`config.mk`:
```
export PLATFORM = sky130hd
export DESIGN_NAME = mem_master
export DESIGN_NICKNAME = d
export VERILOG_FILES = /design/src/rtl/mem_bus_pkg.sv /design/src/rtl/mem_timeout_cnt.sv /design/src/rtl/mem_master.sv
export SDC_FILE = /design/constraint.sdc
export NUM_CORES = 1
export LEC_CHECK = 0
export ABC_AREA = 0
export BUFFER_PORTS_ARGS = -buffer_cell sky130_fd_sc_hd__buf_2
export CORE_ASPECT_RATIO = 0.5
export CORE_MARGIN = 8
export CORE_UTILIZATION = 25
export DETAILED_ROUTE_END_ITERATION = 12
export MAX_ROUTING_LAYER = met4
export SYNTH_ARGS = -nofsm -noshare
export SYNTH_HDL_FRONTEND = slang
export SYNTH_SLANG_ARGS = --single-unit
export TNS_END_PERCENT = 20
```
`constraint.sdc`:
```
create_clock -name clk -period 2.35 [get_ports clk]
set_input_delay 0.235 -clock clk [delete_from_list [all_inputs] [get_ports clk]]
set_output_delay 0.235 -clock clk [all_outputs]
set_load 0.005 [all_outputs]
```
`src/rtl/mem_bus_pkg.sv`:
```
// Shared definitions for the address-change memory handshake: bus width
// defaults and the initiator state encoding.
package mem_bus_pkg;

  localparam int unsigned ADDR_W_DEF = 16;
  localparam int unsigned DATA_W_DEF = 16;

  typedef enum logic [2:0] {
    ST_IDLE      = 3'd0,
    ST_ISSUE     = 3'd1,
    ST_WAIT_LOW  = 3'd2,
    ST_WAIT_HIGH = 3'd3,
    ST_DONE      = 3'd4
  } state_t;

endpackage

```
`src/rtl/mem_timeout_cnt.sv`:
```
// Wait-phase cycle counter; flags expiry once TIMEOUT cycles have elapsed
// since the last clear, then holds.
module mem_timeout_cnt #(
  parameter int unsigned TIMEOUT = 15
) (
  input  logic clk,
  input  logic rst_n,
  input  logic i_clear,
  input  logic i_enable,
  output logic o_expired
);

  localparam int unsigned CW = $clog2(TIMEOUT + 1);

  logic [CW-1:0] r_cnt;

  always_ff @(posedge clk or negedge rst_n) begin
    if (!rst_n) begin
      r_cnt <= '0;
    end else if (i_clear) begin
      r_cnt <= '0;
    end else if (i_enable && !o_expired) begin
      r_cnt <= r_cnt + CW'(1);
    end
  end

  assign o_expired = (r_cnt == CW'(TIMEOUT));

endmodule

```
`src/rtl/mem_master.sv`:
```
// Core-side initiator: issues one read/write on the memory bus, follows the
// ready fall/rise handshake and returns data plus a done pulse or timeout.
module mem_master
  import mem_bus_pkg::*;
#(
  parameter int unsigned ADDR_W  = ADDR_W_DEF,
  parameter int unsigned DATA_W  = DATA_W_DEF,
  parameter int unsigned TIMEOUT = 15
) (
  input  logic              clk,
  input  logic              rst_n,
  input  logic              req,
  input  logic              we,
  input  logic [ADDR_W-1:0] addr_in,
  input  logic [DATA_W-1:0] wdata_in,
  output logic              busy,
  output logic              done,
  output logic              err,
  output logic [DATA_W-1:0] rdata_out,
  output logic [ADDR_W-1:0] memory_addr,
  output logic              memory_w,
  output logic [DATA_W-1:0] memory_wdata,
  input  logic [DATA_W-1:0] memory_rdata,
  input  logic              memory_ready
);

  state_t r_state, w_next;

  logic              r_same;
  logic              r_err;
  logic              r_w;
  logic [ADDR_W-1:0] r_addr;
  logic [DATA_W-1:0] r_wdata;
  logic [DATA_W-1:0] r_rdata;

  logic w_accept, w_capture, w_timeout, w_cnt_clr, w_cnt_en, w_expired;

  mem_timeout_cnt #(.TIMEOUT(TIMEOUT)) u_timeout (
    .clk       (clk),
    .rst_n     (rst_n),
    .i_clear   (w_cnt_clr),
    .i_enable  (w_cnt_en),
    .o_expired (w_expired)
  );

  always_comb begin
    w_next    = r_state;
    w_accept  = 1'b0;
    w_capture = 1'b0;
    w_timeout = 1'b0;
    w_cnt_clr = 1'b0;
    w_cnt_en  = 1'b0;
    case (r_state)
      ST_IDLE: begin
        if (req) begin
          w_accept = 1'b1;
          w_next   = ST_ISSUE;
        end
      end
      ST_ISSUE: begin
        w_cnt_clr = 1'b1;
        // Responder only handshakes on an address change; reuse current data.
        if (r_same) begin
          w_capture = !r_w;
          w_next    = ST_DONE;
        end else begin
          w_next = ST_WAIT_LOW;
        end
      end
      ST_WAIT_LOW: begin
        if (!memory_ready) begin
          w_cnt_clr = 1'b1;
          w_next    = ST_WAIT_HIGH;
        end else if (w_expired) begin
          w_timeout = 1'b1;
          w_next    = ST_DONE;
        end else begin
          w_cnt_en = 1'b1;
        end
      end
      ST_WAIT_HIGH: begin
        if (memory_ready) begin
          w_capture = !r_w;
          w_next    = ST_DONE;
        end else if (w_expired) begin
          w_timeout = 1'b1;
          w_next    = ST_DONE;
        end else begin
          w_cnt_en = 1'b1;
        end
      end
      ST_DONE: w_next = ST_IDLE;
      default: w_next = ST_IDLE;
    endcase
  end

  always_ff @(posedge clk or negedge rst_n) begin
    if (!rst_n) begin
      r_state <= ST_IDLE;
    end else begin
      r_state <= w_next;
    end
  end

  always_ff @(posedge clk or negedge rst_n) begin
    if (!rst_n) begin
      r_same  <= 1'b0;
      r_err   <= 1'b0;
      r_w     <= 1'b0;
      r_addr  <= '0;
      r_wdata <= '0;
      r_rdata <= '0;
    end else begin
      if (w_accept) begin
        r_addr  <= addr_in;
        r_w     <= we;
        r_wdata <= wdata_in;
        r_err   <= 1'b0;
        r_same  <= (addr_in == r_addr);
      end
      if (w_capture) begin
        r_rdata <= memory_rdata;
      end
      if (w_timeout) begin
        r_err <= 1'b1;
      end
      if (r_state == ST_DONE) begin
        r_w <= 1'b0;
      end
    end
  end

  assign busy         = (r_state != ST_IDLE);
  assign done         = (r_state == ST_DONE);
  assign err          = r_err;
  assign rdata_out    = r_rdata;
  assign memory_addr  = r_addr;
  assign memory_w     = r_w;
  assign memory_wdata = r_wdata;

endmodule

```
==> results list <==
- The flow ran to the end, and the final reports show no timing, DRC or antenna violations.
- Unrepaired setup endpoints after global routing: false
* GR Util All Layers: 10.4%
* CTS Buf Count: 9
- Worst-Margin Slew: 0.404 ns
- During I/O placement, the number of pins put on the boundary was 105.
- Initial antenna violation count: 0
- Classification of the worst setup path: reg2reg
- Net switching is 34.4% of the power.
- Post-DRT Antenna Nets: 0
- The first global-routing pass estimated 10700 um of wire.
- Number of detailed-routing iterations run before antenna repair: 4
- Final Routed Wirelength: 6900 um
- CTS tree: built
* Endpoint required time on the critical path: 2.60 ns
* Fraction of registers with async set or reset after synthesis: 100%
- Post-detailed-route wirelength per cell: 13.9 um
- The longest clock path from root to sink contains 2 buffers.
* Post-layout instance area: 3480 um2
* Iteration-0 DRC count of the detailed router: 128
- The tree built by TritonCTS fans out to 58 sinks.
- Fill cells in the final layout number 990.
* Final critical-path share of the clock period: 81.9%
* Critical path fanouts, max: 5
- The min-delay analysis places its worst path in the category in2reg.
* Register bit total from synthesis: 58
* Master of the slowest instance on the critical path: or4_4
- Power Density: 1290 nW/um2
- Fin crit period: 1.93 ns
- Compared with the post-synthesis result, the final layout area differs by 38.4%.
- Finish-stage setup viols: 0
- Lkg Pwr: 0.00186 uW
* Maximum ir drop on the vdd rail: 0.324 mV
- Final-report hold violation count: 0
* Total standard cell area after synthesis: 2510 um2
- STA classifies the critical path startpoint as a flop.
* Maximum number of pins on one net before global-route repair: 46
- The root buffer cell chosen for the clock tree is clkbuf_16.
- Slowest stage delay, CP: 0.52 ns
* Worst slew margin relative to its limit: 72.8%
- Port-buffer cells: 104
* Yosys warnings: 0
* Number of global-route vias before repair: 2098
* Cell type with the highest aggregate area in the netlist: dfrtp_1
- Vias per cell: 4.08
- Registers are responsible for 39.1% of the overall power.
* Highest attainable clock frequency: 0.519 GHz
- The net count of the finished layout is 410.
* X dimension of the die: 158 um
- In this run, synthesis inferred 0 flip-flops with an integrated enable.
- Count of pins over their slew limit: 0
* Internal: 2950 uW
- Post-detailed-placement half-perimeter wirelength: 5080 um
- Total chip power: 4500 uW
* Cell row count: 25
- Data on the critical path arrives at its endpoint at 2.17 ns.
* Largest delay contributor family on the critical path: simple AND/OR/NAND/NOR gates
- H-tree level count: 3
- After technology mapping, the gate count stands at 246.
- Top-area cell type share of the netlist area: 57.8%
- Of the synthesized area, sequential elements account for 57.8%.
- The initial utilization of the core area, before any placement, comes to 26.1%.
- The routed layout has 2022 vias.
* Share of layout cells above drive strength 1: 39.9%
- In the post-synthesis netlist, the biggest area contributors are dfrtp_1, nand2_1, mux2_2.
- Routability-driven placement finished with a final weighted congestion of 0.745.
- The die is 86.9 um tall.
- WP buf/inv: 0
* Max_cap viols: 0
- Post-cts resize count: 0
- Of the total power, the clock network draws 26.2%.
* Worst hold slack: 0.101 ns
- Endpoint class of the critical path: flop
- Combinational share of power: 34.6%
- Cells traversed along the worst timing path: ha_1 > and3_1 > or4_4 > or3_1 > a21oi_1
- Clk slew on worst S/H paths: 0.05 ns
* Setup TNS Final: 0 ns
- For this run, the leading register cell type out of synthesis is dfrtp_1.
- After detailed routing, the number of remaining DRC violations is 0.
- Synthesis instantiated 35 different standard cells from the library.
* Worst clock skew: 0.00398 ns
- The number of nets handed over by synthesis was 300.
* Mean area per synthesized cell: 10.2 um2
* Placed standard-cell area: 3190 um2
* Number of antenna diodes: 0
* Switching power of the nets: 1550 uW
- The die covers 13700 um2.
- Buffer count from post-CTS setup fixing: 0
- End-of-flow core utilization: 36.2%
- Skew-Pair Late Insertion Delay: 0.32 ns
- Core box area: 9600 um2
- Summed over all layers, the global routing overflow is 0.
-- path summary, 6_finish.rpt --
| kind | slack, ns | end | cells after the start | from |
|---|---|---|---|---|
| max | 0.42 | u_timeout.r_cnt[3]$_DFFE_PN0P_ | 5 | u_timeout.r_cnt[0]$_DFFE_PN0P_ |
| min | 0.10 | memory_wdata[1]$_DFFE_PN0P_ | 3 | wdata_in[1] |
| max reg2reg | 0.42 | u_timeout.r_cnt[3]$_DFFE_PN0P_ | 5 | u_timeout.r_cnt[0]$_DFFE_PN0P_ |
| min reg2reg | 0.46 | memory_wdata[1]$_DFFE_PN0P_ | 2 | memory_wdata[1]$_DFFE_PN0P_ |
| max in group asynchronous | 1.44 | rdata_out[12]$_DFFE_PN0P_ | 3 | rst_n |
| min in group asynchronous | 0.35 | memory_addr[11]$_DFFE_PN0P_ | 2 | rst_n |
-- sequential cells by signal, summed over array words and instances, names as in the netlist --
signal	cells
memory_w	1
err	1
memory_addr	16
r_same	1
memory_wdata	16
rdata_out	16
r_state	3
u_timeout.r_cnt	4
-- power groups by stage --
stage | clock, uW | combinational (uW) | sequential, uW
CTS | 1220 | 1600 | 1760
floorplan | 0 | 883 | 1760
global placement | 0 | 1570 | 1750
global route | 1270 | 1750 | 1830
detailed placement | 0 | 1600 | 1770
finish | 1180 | 1560 | 1760
-- metrics by stage --
step                std cells  worst slack, ns
global route              496            0.335
floorplan                 246            0.527
CTS                       496            0.424
finish                    496            0.424
global placement          479            0.461
detailed placement        479            0.439
-- synthesized netlist by cell type (2+ instances only) --
| cell type | number |
|---|---|
| a21oi_1 | 5 |
| and2_1 | 2 |
| and3_1 | 2 |
| buf_2 | 4 |
| buf_4 | 3 |
| clkbuf_1 | 4 |
| dfrtp_1 | 58 |
| inv_1 | 4 |
| mux2_2 | 16 |
| mux2i_1 | 2 |
| nand2_1 | 99 |
| nor2_1 | 4 |
| nor3_1 | 2 |
| nor4_1 | 4 |
| o21ai_0 | 2 |
| xor2_1 | 16 |
-- placed cells by master (no fill, tap or decap), types with 2 or more instances in the layout --
cell and instances:
a21oi_1 5, nor4_1 4, xor2_1 16, dfrtp_1 58, inv_1 4, nand2_1 99, buf_4 4, o21ai_0 2
mux2_2 16, clkinvlp_4 2, nor2_1 4, nor3_1 2, and3_1 2, buf_2 104, and2_1 2, clkinv_2 3
mux2i_1 2, clkbuf_16 9
-- cells by family after synthesis --
group	count (synthesis)	share of synthesized area, %
fa+ha+maj	2	0.897
compound gates	13	3.29
buf+inv	16	3.04
flops	58	57.8
simple gates	122	21.1
xor+xnor	17	5.93
mux	18	7.97
-- layer usage --
layer	GRT usage (%)	vias up	share of wire, %
li1	-	1016	-
met1	10.6	971	39
met2	18.6	27	56
met3	3.27	8	3.9
met4	4.12	0	1.3
met5	-	-	0
-- what timing repair did --
item | 4_1_cts | 5_1_grt
setup endpoints to repair | 0 | 0
hold buffers | 1 | 0
endpoints found under the hold margin | 13 | 0
-- area by class of cell --
cell class	count	area [um2]	share of cell area, %
clock buffer	11	243	6.98
multi-input combinational	172	983	28.3
sequential	58	1450	41.8
clock inverter	5	30.0	0.864
timing repair buffer	110	581	16.7
tap	135	169	4.86
inverter	5	18.8	0.540
-- tightest hold or removal path: cells and delay by family --
family,cells,cell delay [ns]
buffers and inverters,1,0.07
AND/OR/NAND/NOR,2,0.08
No activity file was read; power rests on OpenSTA's default activity.
